[config.mk]
export PLATFORM = sky130hd
export DESIGN_NAME = risk_dispatch
export DESIGN_NICKNAME = d
export VERILOG_FILES = /design/src/rtl/risk_pkg.sv /design/src/rtl/risk_dispatch_agen.sv /design/src/rtl/risk_dispatch.sv
export SDC_FILE = /design/constraint.sdc
export NUM_CORES = 1
export LEC_CHECK = 0
export CELL_PAD_IN_SITES_DETAIL_PLACEMENT = 0
export CELL_PAD_IN_SITES_GLOBAL_PLACEMENT = 1
export CORE_ASPECT_RATIO = 1.1
export CORE_MARGIN = 5
export CORE_UTILIZATION = 35
export DETAILED_ROUTE_END_ITERATION = 12
export GPL_TIMING_DRIVEN = 0
export HOLD_SLACK_MARGIN = 0.02
export PLACE_DENSITY_LB_ADDON = 0.1
export REMOVE_ABC_BUFFERS = 1
export SETUP_SLACK_MARGIN = 0.2
export SKIP_CTS_REPAIR_TIMING = 1
export SLEW_MARGIN = 20
export SYNTH_ARGS = -nofsm -noshare
export SYNTH_HDL_FRONTEND = slang
export SYNTH_HIERARCHICAL = 1
export SYNTH_SLANG_ARGS = --single-unit
[constraint.sdc]
create_clock -name clk -period 2.97 [get_ports clk]
set_input_delay 0.594 -clock clk [delete_from_list [all_inputs] [get_ports clk]]
set_output_delay 0.594 -clock clk [all_outputs]
set_load 0.1 [all_outputs]
[src/rtl/risk_pkg.sv]
// rtl/risk_pkg.sv - shared widths, command codes and FSM states for the RISK dispatcher
package risk_pkg;

    localparam int ADDR_W   = 15;
    localparam int STRIDE_W = 14;
    localparam int REG_W    = 5;

    localparam logic [2:0] RISK_LOAD  = 3'b000;
    localparam logic [2:0] RISK_STORE = 3'b001;
    localparam logic [2:0] RISK_ZERO  = 3'b010;
    localparam logic [2:0] RISK_NOP   = 3'b111;

    typedef enum logic [1:0] {IDLE, BEAT, DONE} state_t;

    // Unknown command codes are issued as nop beats
    function automatic logic [2:0] risk_map_func(input logic [2:0] f);
        case (f)
            RISK_LOAD, RISK_STORE, RISK_ZERO: return f;
            default:                          return RISK_NOP;
        endcase
    endfunction

    function automatic logic risk_is_mem(input logic [2:0] f);
        return (f == RISK_LOAD) || (f == RISK_STORE);
    endfunction

endpackage

[src/rtl/risk_dispatch_agen.sv]
// rtl/risk_dispatch_agen.sv - beat address/register/repeat generator (load on accept, advance per beat)
module risk_dispatch_agen
    import risk_pkg::*;
#(
    parameter int REP_W = 4
) (
    input  logic              clk,
    input  logic              resetn,
    input  logic              i_load,
    input  logic              i_adv,
    input  logic [REG_W-1:0]  i_reg,
    input  logic [ADDR_W-1:0] i_addr,
    input  logic [ADDR_W-1:0] i_step,
    input  logic [REP_W-1:0]  i_rep,
    output logic [REG_W-1:0]  o_reg,
    output logic [ADDR_W-1:0] o_addr,
    output logic [REP_W-1:0]  o_rep_left
);

    logic [REG_W-1:0]  r_reg;
    logic [ADDR_W-1:0] r_addr;
    logic [ADDR_W-1:0] r_step;
    logic [REP_W-1:0]  r_rep;

    // Address and register index wrap naturally at their widths
    always_ff @(posedge clk or negedge resetn) begin
        if (!resetn) begin
            r_reg  <= '0;
            r_addr <= '0;
            r_step <= '0;
            r_rep  <= '0;
        end else if (i_load) begin
            r_reg  <= i_reg;
            r_addr <= i_addr;
            r_step <= i_step;
            r_rep  <= i_rep;
        end else if (i_adv) begin
            r_reg  <= r_reg + REG_W'(1);
            r_addr <= r_addr + r_step;
            r_rep  <= r_rep - REP_W'(1);
        end
    end

    assign o_reg      = r_reg;
    assign o_addr     = r_addr;
    assign o_rep_left = r_rep;

endmodule

[src/rtl/risk_dispatch.sv]
// rtl/risk_dispatch.sv - RISK tile command sequencer; RISK_DISPATCH_PERF_EN adds beat/busy-cycle counters
module risk_dispatch
    import risk_pkg::*;
#(
    parameter int REP_W = 4,
    parameter int HOLD  = 4
) (
    input  logic                clk,
    input  logic                resetn,
    input  logic                cmd_valid,
    output logic                cmd_ready,
    input  logic [2:0]          cmd_func,
    input  logic [REG_W-1:0]    cmd_reg,
    input  logic [ADDR_W-1:0]   cmd_addr,
    input  logic [ADDR_W-1:0]   cmd_step,
    input  logic [STRIDE_W-1:0] cmd_stride_x,
    input  logic [STRIDE_W-1:0] cmd_stride_y,
    input  logic [REP_W-1:0]    cmd_rep,
    output logic [2:0]          risk_func,
    output logic [REG_W-1:0]    risk_reg,
    output logic [ADDR_W-1:0]   risk_addr,
    output logic [STRIDE_W-1:0] risk_stride_x,
    output logic [STRIDE_W-1:0] risk_stride_y,
    output logic                busy,
    output logic                done
`ifdef RISK_DISPATCH_PERF_EN
    ,
    output logic [31:0]         perf_beats,
    output logic [31:0]         perf_cycles
`endif
);

    localparam int HOLD_W = (HOLD > 1) ? $clog2(HOLD) : 1;
    localparam logic [HOLD_W-1:0] HOLD_RELOAD = HOLD_W'(HOLD - 1);

    state_t              r_state;
    state_t              w_state_nxt;
    logic [HOLD_W-1:0]   r_hold;
    logic [2:0]          r_func;
    logic [STRIDE_W-1:0] r_stride_x;
    logic [STRIDE_W-1:0] r_stride_y;
    logic [REP_W-1:0]    w_rep_left;
    logic                w_accept;
    logic                w_adv;
    logic                w_last;

    always_ff @(posedge clk or negedge resetn) begin
        if (!resetn) r_state <= IDLE;
        else         r_state <= w_state_nxt;
    end

    always_comb begin
        w_state_nxt = r_state;
        w_accept    = 1'b0;
        w_adv       = 1'b0;
        w_last      = 1'b0;
        case (r_state)
            IDLE: if (cmd_valid) begin
                w_accept    = 1'b1;
                w_state_nxt = BEAT;
            end
            BEAT: if (r_hold == '0) begin
                if (w_rep_left == '0) begin
                    w_last      = 1'b1;
                    w_state_nxt = DONE;
                end else begin
                    w_adv = 1'b1;
                end
            end
            DONE:    w_state_nxt = IDLE;
            default: w_state_nxt = IDLE;
        endcase
    end

    // Only load/store beats are stretched; zero and nop beats take one cycle
    always_ff @(posedge clk or negedge resetn) begin
        if (!resetn) begin
            r_func     <= RISK_NOP;
            r_hold     <= '0;
            r_stride_x <= '0;
            r_stride_y <= '0;
        end else if (w_accept) begin
            r_func     <= risk_map_func(cmd_func);
            r_hold     <= risk_is_mem(cmd_func) ? HOLD_RELOAD : '0;
            r_stride_x <= cmd_stride_x;
            r_stride_y <= cmd_stride_y;
        end else if (w_last) begin
            r_func <= RISK_NOP;
        end else if (w_adv) begin
            r_hold <= risk_is_mem(r_func) ? HOLD_RELOAD : '0;
        end else if (r_state == BEAT) begin
            r_hold <= r_hold - HOLD_W'(1);
        end
    end

    risk_dispatch_agen #(
        .REP_W (REP_W)
    ) u_agen (
        .clk        (clk),
        .resetn     (resetn),
        .i_load     (w_accept),
        .i_adv      (w_adv),
        .i_reg      (cmd_reg),
        .i_addr     (cmd_addr),
        .i_step     (cmd_step),
        .i_rep      (cmd_rep),
        .o_reg      (risk_reg),
        .o_addr     (risk_addr),
        .o_rep_left (w_rep_left)
    );

    assign cmd_ready     = (r_state == IDLE);
    assign busy          = (r_state != IDLE);
    assign done          = (r_state == DONE);
    assign risk_func     = r_func;
    assign risk_stride_x = r_stride_x;
    assign risk_stride_y = r_stride_y;

`ifdef RISK_DISPATCH_PERF_EN
    always_ff @(posedge clk or negedge resetn) begin
        if (!resetn) begin
            perf_beats  <= '0;
            perf_cycles <= '0;
        end else begin
            if ((w_accept || w_adv) && (perf_beats != '1)) perf_beats <= perf_beats + 32'd1;
            if (busy && (perf_cycles != '1))               perf_cycles <= perf_cycles + 32'd1;
        end
    end
`endif

endmodule

; After elaboration in Yosys (flattened, before gate mapping)
; Index checks and enable logic that the tools add are counted.
[totals]
regBits = 74
in_bits = 73
out_inout_bits = 54
elab_cells = 63
[classes]
add_sub_neg = 4
eq_ne = 9
muxes = 27
reduce_logical = 14
[op_table]
columns = operator, count
row1 = 2-to-1 mux 15 bit, 2
row2 = 2-to-1 mux 2 bit, 9
row3 = adder 15 bit, 1
row4 = 2-to-1 mux 5 bit, 2
row5 = 2-to-1 mux 3 bit, 3
row6 = 2-to-1 mux 1 bit, 8
row7 = 2-to-1 mux 4 bit, 2
row8 = "equality test 3 x 1 -> 1 bit, second input constant", 2
row9 = zero test 3 bit, 2
row10 = "inequality test 2 bit, second input constant", 3
row11 = nonzero test 2 bit, 3
row12 = "adder 5 x 1 -> 5 bit, second input constant", 1
row13 = zero test 2 bit, 2
row14 = zero test 4 bit, 1
row15 = one-hot mux 2 bit (2 select lines), 1
row16 = "subtractor 4 x 1 -> 4 bit, second input constant", 1
row17 = "equality test 3 x 2 -> 1 bit, second input constant", 1
row18 = AND reduction 3 bit, 1
row19 = nonzero test 3 bit, 1
row20 = OR reduction 3 bit, 1
row21 = "equality test 2 x 1 -> 1 bit, second input constant", 1
row22 = "equality test 2 bit, second input constant", 1
row23 = logical OR 1 bit, 2
row24 = "inequality test 2 x 1 -> 1 bit, second input constant", 1
row25 = other kinds (2), 2

; Longest topological paths before layout
; Gate-level depths: netlist of run 1.
[logic_depth]
ltp_word = 7
ltp_mapped = 10
mapped_depth_nobuf = 9

; Cells and area by module
; The synthesis of run 1 kept the hierarchy.
[modules_own_cells]
columns = module, n_inst, cells_per_inst, area_each_um2
row1 = risk_dispatch_agen, 1, 253, 2454.9
row2 = risk_dispatch, 1, 158, 1478.9

; Worst setup path after synthesis of run 1
; No wires, ideal clock.
[synth_timing]
path_kind = reg-to-output
start = register r_state[0]
end = output port busy
arrival_time_ns = 2.697
required_time_ns = 2.376
slack_ns = -0.321
path_stages_with_launch = 4
path_buffers = 1
cell_sequence = dfrtp_1 > buf_6 > nor2_1 > inv_1
[synth_between]
elab_chain_cells = 1
[synth_lines]
columns = item, line_no
row1 = "start, declared", risk_dispatch.sv:36  ; state_t r_state;
row2 = "start signal, assigned", risk_dispatch.sv:49  ; else r_state <= w_state_nxt;
row3 = nonzero test 2 bit, risk_dispatch.sv:113  ; assign busy = (r_state != IDLE);
row4 = "end, declared", risk_dispatch.sv:24  ; output logic busy,
; No other way between the ends.

; Worst setup path after layout of run 1
[layout_timing]
start = register r_func[2], in the netlist risk_func[2]
end = output port risk_func[2]
[layout_rtl]
columns = item, line_no
row1 = "start, declared", risk_dispatch.sv:39  ; logic [2:0] r_func;
row2 = "start signal, assigned", risk_dispatch.sv:83  ; r_func <= risk_map_func(cmd_func);
row3 = "end, declared", risk_dispatch.sv:19  ; output logic [2:0] risk_func,
; No word-level cell between the ends.

==> qor.yml, run 1 <==
finClkSkew_ps: 6.34
cp_slowest_cell: "clkdlybuf4s50_1"
io_buffers: 126
root_buffer: "clkbuf_16"
finalHoldWorstSlack_ps: 238
cts_inserted_buffers: 9
viasPerCell: 4.87
hold_violations: 0
hpwl_mm: 7.19
cts_tree: "done"
overflow: 0
synth_ff_type: "dfrtp_1"
areaGrowthSynthToFinish_pct: 43.4
placementRows: 40
cp_cell_sequence: "clkdlybuf4s50_1"
setup_ws_ps: 357
antenna_found_initial: 0
outcome: "complete, no violations"
rsz0062_at_grt: "false"
synth-seq-area-share_pct: 47.2
initial_core_util_pct: 35.9
gp_congestion: 0.830
h-tree-depth: 3
cp_top_family: "buffers and inverters"
grt_pass1_wl_mm: 16.7
avgRoutedWirePerCell_um: 14.6
dr.pass1.iters: 4
die_y_um: 121
clk_latency_ps: 330
async_flop_share_pct: 100
cp-start-kind: "register"
remaining_drc_errors: 0
grt_pass1_vias: 3461
reg2reg_depth: 6
maxSlewViolCount: 0
layoutNonFillerInstCount: 685
cts.clk_slew.worst_paths_ps: 60
drt.antenna.violating_nets: 0
drt-initial-drc-count: 161
tightest_slew_ps: 1010
setup_viol: 0
path_buf_inv: 1
relSlewSlack_pct: 32.5
crit_arrival_ps: 2020
synth-edff-count: 0
period_share_pct: 88.0
regToRegEndpoint: "u_agen/o_addr[7]$_DFFE_PN0P_"
wirelength_mm: 9.98
synth_area_per_cell_um2: 9.57
critical_path_class: "reg2out"
crit_path_max_incr_delay_ps: 1150
r2r-start: "r_state[0]$_DFFE_PN0P_"
clockBufferDepth: 2
pre_cts_ws_ps: -347
cp.required_ps: 2380
yosysWarnings: 6
drive_above_1_share_pct: 9.67
n_antenna_cell: 0
synthCells: 411
fmax_ghz: 0.383
endpoint_kind: "output port"
synth_cell_types: 59
hold_path.class: "in2async"
synth_area_um2: 3930
ys_ff_latch: 74
coreArea_um2: 11000
nNetsFinal: 624
grt_use_total_pct: 15.1
die_w_um: 111
io_pins: 127
cts_num_sinks: 74
period_minus_slack_ps: 2610
cap_violations: 0
grt_max_degree: 61
placed_cells: 667
num_vias: 3337
dieArea_um2: 13500
crit_fanout: 3
fin_setup_tns_ps: 0
r2r_setup_slack_ps: 630
## metal layers
metal / vias up / share of wire, % / track usage, %
met2: 101 / 46 / 24.1
met4: 0 / 1.1 / 5.25
li1: 1651 / - / -
met5: - / 0 / 0
met1: 1577 / 44 / 18.4
met3: 8 / 9.4 / 6.48
## cell families after synthesis
logic type	count (synthesis)	share of synthesized area [%]
AOI/OAI and AO/OA	75	12.5
xor gates and xnor gates	11	2.45
buffers and inverters	34	4.10
adders and majority gates	18	5.92
muxes	27	7.44
and+or+nand+nor	172	20.4
DFF	74	47.2
## through the flow
stage | util [%] | instance area [um^2]
floorplan | - | 3820
global placement | 48.0 | 5270
detailed placement | 48.8 | 5350
CTS | 51.2 | 5610
global route | 51.5 | 5640
finish | 51.5 | 5640
## synthesized netlist by cell type (4+ instances only)
master | number | area share, %
a31oi_1 | 4 | 0.64
nor2b_1 | 5 | 0.80
a211oi_1 | 4 | 0.76
mux2_2 | 18 | 5.2
or3_1 | 4 | 0.64
nand3_1 | 5 | 0.64
buf_2 | 6 | 0.76
o21bai_1 | 4 | 0.76
xor2_1 | 5 | 1.1
xnor2_1 | 6 | 1.3
clkbuf_1 | 7 | 0.67
mux2i_1 | 9 | 2.3
nand3b_1 | 4 | 0.76
nor2_1 | 19 | 1.8
a21o_1 | 4 | 0.76
nand2_1 | 109 | 10
nand4_1 | 4 | 0.64
ha_1 | 17 | 5.4
o21ai_0 | 25 | 3.2
inv_1 | 12 | 1.1
a221o_1 | 4 | 1.0
dfrtp_1 | 71 | 45
nand2b_1 | 4 | 0.64
a21oi_1 | 14 | 1.8
## area by class of cell
class,count,area [um^2]
tap,147,184
inverter,13,53.8
multi-input combinational,303,1930
sequential,74,1860
timing repair buffer,132,1350
clock buffer,14,254
clock inverter,2,12.5
fill,1036,5320
## worst max-delay path by stage
stage                        startpoint  slack, ps  cells after the start                       endpoint
2_1_floorplan     r_hold[0]$_DFFE_PN0P_      -1820                      6  u_agen/o_addr[12]$_DFFE_PN0P_
3_3_place_gp      r_hold[0]$_DFFE_PN0P_      -4000                      6  u_agen/o_addr[12]$_DFFE_PN0P_
3_5_place_dp                  cmd_valid       -350                      7   u_agen/o_addr[7]$_DFFE_PN0P_
4_1_cts                       cmd_valid         -2                      7   u_agen/o_addr[7]$_DFFE_PN0P_
5_1_grt                       cmd_valid        240                      8   u_agen/o_addr[7]$_DFFE_PN0P_
6_report       risk_func[2]$_DFFE_PN1P_        360                      1                   risk_func[2]
## layout by cell type, fill, tap and decap left out, types with 4 or more instances in the layout
master and n:
clkdlybuf4s50_1 122, nand2_1 109, dfrtp_1 71, o21ai_0 25, nor2_1 19, mux2_2 18, ha_1 17, a21oi_1 14
inv_1 12, clkbuf_16 9, mux2i_1 9, xnor2_1 6, nor2b_1 5, nand3_1 5, xor2_1 5, nand2b_1 4
or3_1 4, a31oi_1 4, clkbuf_1 4, buf_4 4, nand4_1 4, nand3b_1 4, a21o_1 4, a211oi_1 4
a221o_1 4, o21bai_1 4
Power of run 1 is not shown: default switching activity piles up to over one toggle a cycle in this logic, so the estimate is an artifact.
==> run 2: changes to the inputs <==
- CELL_PAD_IN_SITES_DETAIL_PLACEMENT: 0 -> default
- CELL_PAD_IN_SITES_GLOBAL_PLACEMENT: 1 -> default
- CORE_UTILIZATION: 35 -> 45
- PLACE_DENSITY: default -> 0.78
- PLACE_DENSITY_LB_ADDON: 0.1 -> default
==> qor.yml, run 2 (synthesized netlist as in run 1, its figures left out) <==
outcome: "complete, no violations"
cp.required_ps: 3190
placementRows: 35
antenna_found_initial: 0
grt_pass1_wl_mm: 16.1
cts_num_sinks: 74
cp_cell_sequence: "clkdlybuf4s50_1 -> or3b_4 -> clkinv_8 -> buf_12 -> nor2_2 -> a22o_1 -> or3_1"
fin_setup_tns_ps: 0
critical_path_class: "in2reg"
drt-initial-drc-count: 170
clk_latency_ps: 350
grt_use_total_pct: 18.8
hpwl_mm: 7.37
die_y_um: 108
coreArea_um2: 8450
grt_pass1_vias: 3343
initial_core_util_pct: 46.5
nNetsFinal: 626
crit_path_max_incr_delay_ps: 590
dieArea_um2: 10700
cp_slowest_cell: "or3b_4"
n_antenna_cell: 0
seq_area_um2: 1860
gp_congestion: 0.870
relSlewSlack_pct: 31.9
root_buffer: "clkbuf_8"
reg2reg_depth: 6
fmax_ghz: 0.375
crit_arrival_ps: 2890
rsz0062_at_grt: "true"
drt.antenna.violating_nets: 0
cts_inserted_buffers: 9
grt_max_degree: 57
overflow: 0
num_vias: 3364
path_buf_inv: 3
tightest_slew_ps: 1020
period_minus_slack_ps: 2670
cts_tree: "done"
fillers: 661
avgRoutedWirePerCell_um: 15.2
remaining_drc_errors: 0
layout_common_cells: "clkdlybuf4s50_1, nand2_1, dfrtp_1"
crit_fanout: 56
cp_top_family: "simple AND/OR/NAND/NOR gates"
maxSlewViolCount: 0
io_buffers: 126
clockBufferDepth: 2
hold_violations: 0
finClkSkew_ps: 14.3
dr.pass1.iters: 4
areaGrowthSynthToFinish_pct: 41.7
mostFrequentLayoutCell: "clkdlybuf4s50_1"
endpoint_kind: "register"
io_pins: 127
wirelength_mm: 9.88
setup_viol: 0
hold_path.class: "in2async"
period_share_pct: 89.9
multi_input_area_um2: 1940
cap_violations: 0
drive_above_1_share_pct: 10.7
die_w_um: 99.1
viasPerCell: 5.17
cp.depth: 7
cp-start-kind: "primary input"
h-tree-depth: 3
cts.clk_slew.worst_paths_ps: 80
-- run 2: cell count changes in the layout (fill, tap and decap cells not counted) --
cell and delta:
clkinv_4 +1, nor2_2 +1, clkbuf_8 +8, clkinv_8 +1
clkbuf_16 -9, nor2_1 -1, clkbuf_1 -3, bufinv_16 +2
buf_4 +2
-- run 2: path summary, 6_finish.rpt --
| check | start | to | slack (ps) |
|---|---|---|---|
| setup / recovery | cmd_valid | u_agen/o_addr[12]$_DFFE_PN0P_ | 300 |
| hold / removal | resetn | r_state[1]$_DFFE_PN0P_ | 170 |
| setup reg to reg | r_state[0]$_DFFE_PN0P_ | u_agen/o_addr[12]$_DFFE_PN0P_ | 550 |
| hold reg to reg | risk_stride_x[11]$_DFFE_PN0P_ | risk_stride_x[11]$_DFFE_PN0P_ | 480 |
| max in group asynchronous | resetn | risk_func[1]$_DFFE_PN1P_ | 2200 |
| min in group clk | risk_stride_x[11]$_DFFE_PN0P_ | risk_stride_x[11]$_DFFE_PN0P_ | 480 |
-- run 2: layer usage --
layer	global-route usage [%]	vias up	part of all wire [%]
li1	-	1654	-
met2	32.1	94	50
met1	22.5	1601	41
met4	7.71	0	2.3
met3	4.97	15	6.8
met5	0	-	0
-- run 2: area by class of cell --
cell class                 instances  area share, %
timing repair buffer             134           24.5
clock buffer                      10           2.29
clock inverter                     6           1.62
tap                              111           2.49
inverter                          13           1.10
sequential                        74           33.3
multi-input combinational        303           34.8
-- run 2: through the flow --
| step | instances | setup WS, ps | utilization [%] | hold slack (ps) | area [um^2] |
|---|---|---|---|---|---|
| 2_1_floorplan | 390 | -1820 | - | 298 | 3820 |
| 3_3_place_gp | 627 | -3810 | 61.8 | 457 | 5220 |
| 3_5_place_dp | 631 | -577 | 62.7 | 462 | 5300 |
| 4_1_cts | 647 | -218 | 65.3 | 171 | 5520 |
| 5_1_grt | 651 | 186 | 65.9 | 189 | 5570 |
| 6_report | 651 | 301 | 65.9 | 170 | 5570 |
Power of run 2 is left out for the same reason.
==> run 3: changes to the inputs <==
- SKIP_CTS_REPAIR_TIMING: 1 -> default
==> qor.yml, run 3 (synthesized netlist as in run 1, its figures left out) <==
cts.clk_slew.worst_paths_ps: 80
grt_use_total_pct: 18.8
layoutNonFillerInstCount: 648
finClkSkew_ps: 13.8
critical_path_class: "in2reg"
avgRoutedWirePerCell_um: 15.7
dr.pass1.iters: 4
dieArea_um2: 10700
clk_latency_ps: 350
setup_viol: 0
remaining_drc_errors: 0
placed_cells: 631
cap_violations: 0
wirelength_mm: 10.1
cts_inserted_buffers: 9
gp_congestion: 0.870
fillers: 662
relSlewSlack_pct: 31.9
rsz0062_at_grt: "true"
crit_arrival_ps: 3020
coreArea_um2: 8450
drt.antenna.violating_nets: 0
fmax_ghz: 0.357
met3_usage_pct: 4.97
period_share_pct: 94.3
n_antenna_cell: 0
multi_input_area_um2: 1940
grt_max_degree: 57
io_pins: 127
placementRows: 35
areaGrowthSynthToFinish_pct: 40.9
cts_tree: "done"
use_met1_pct: 22.5
antenna_found_initial: 0
tightest_slew_ps: 1020
endpoint_kind: "register"
hold_violations: 0
pre_cts_ws_ps: -577
hpwl_mm: 7.37
finalHoldWorstSlack_ps: 173
nNetsFinal: 623
grt_pass1_wl_mm: 16.1
grt_pass1_vias: 3340
initial_core_util_pct: 46.5
met2_usage_pct: 32.1
cp_slowest_cell: "clkdlybuf4s50_1"
maxSlewViolCount: 0
cp_cell_sequence: "clkdlybuf4s50_1 -> or3b_4 -> inv_8 -> buf_12 -> nor2_1 -> a22o_1 -> or3_1"
viasPerCell: 5.19
period_minus_slack_ps: 2800
drive_above_1_share_pct: 10.1
hold_path.class: "in2async"
overflow: 0
top_usage_layer: "met2"
layout_common_cells: "clkdlybuf4s50_1, nand2_1, dfrtp_1"
mostFrequentLayoutCell: "clkdlybuf4s50_1"
io_buffers: 126
die_w_um: 99.1
setup_ws_ps: 171
outcome: "complete, no violations"
clockBufferDepth: 2
crit_path_max_incr_delay_ps: 580
seq_area_um2: 1860
cp-start-kind: "primary input"
cp_top_family: "buffers and inverters"
num_vias: 3366
h-tree-depth: 3
crit_fanout: 56
drt-initial-drc-count: 189
root_buffer: "clkbuf_8"
cts_num_sinks: 74
die_y_um: 108
cp.required_ps: 3190
path_buf_inv: 3
[run 3: changes by cell type in the layout (fill, tap and decap cells not counted), sizes merged]
cell    change
or3b        +1
clkinv      -1
inv         +1
buf         -4
[run 3: routing by layer]
metal / part of all wire [%] / up-vias
li1: - / 1649
met1: 42 / 1612
met2: 50 / 92
met3: 6.1 / 13
met4: 2.0 / 0
met5: 0 / -
[run 3: worst paths after layout]
path                                               start                             to  slack (ps)  cells after the start
setup / recovery                               cmd_valid  u_agen/o_addr[12]$_DFFE_PN0P_         170                      7
hold / removal                                    resetn         r_state[1]$_DFFE_PN0P_         170                      1
setup reg to reg                   r_hold[0]$_DFFE_PN0P_  u_agen/o_addr[12]$_DFFE_PN0P_         270                      8
hold reg to reg            risk_stride_x[11]$_DFFE_PN0P_  risk_stride_x[11]$_DFFE_PN0P_         480                      2
max in group asynchronous                         resetn       risk_func[1]$_DFFE_PN1P_        2200                      2
min in group clk           risk_stride_x[11]$_DFFE_PN0P_  risk_stride_x[11]$_DFFE_PN0P_         480                      2
[run 3: through the flow]
stage,TNS (ps),area (um^2),utilization [%]
4_1_cts,0,5530,65.4
3_3_place_gp,-197100,5220,61.8
2_1_floorplan,-35390,3820,-
3_5_place_dp,-5350,5300,62.7
6_report,0,5540,65.6
5_1_grt,0,5540,65.6
[run 3: cell type report]
cell class,count,share of cell area [%]
clock buffer,10,2.30
clock inverter,6,1.62
inverter,13,1.02
multi-input combinational,304,35.0
sequential,74,33.5
tap,111,2.51
timing repair buffer,130,24.0
[run 3: what timing repair did]
action / 4_1_cts / 5_1_grt
buffers inserted: 0 / 0
hold buffers: 0 / 0
endpoints found under the setup margin: 19 / 5
pin swaps: 0 / 1
gates resized for setup: 3 / 3
cloned: 0 / 1
Power of run 3 is left out for the same reason.
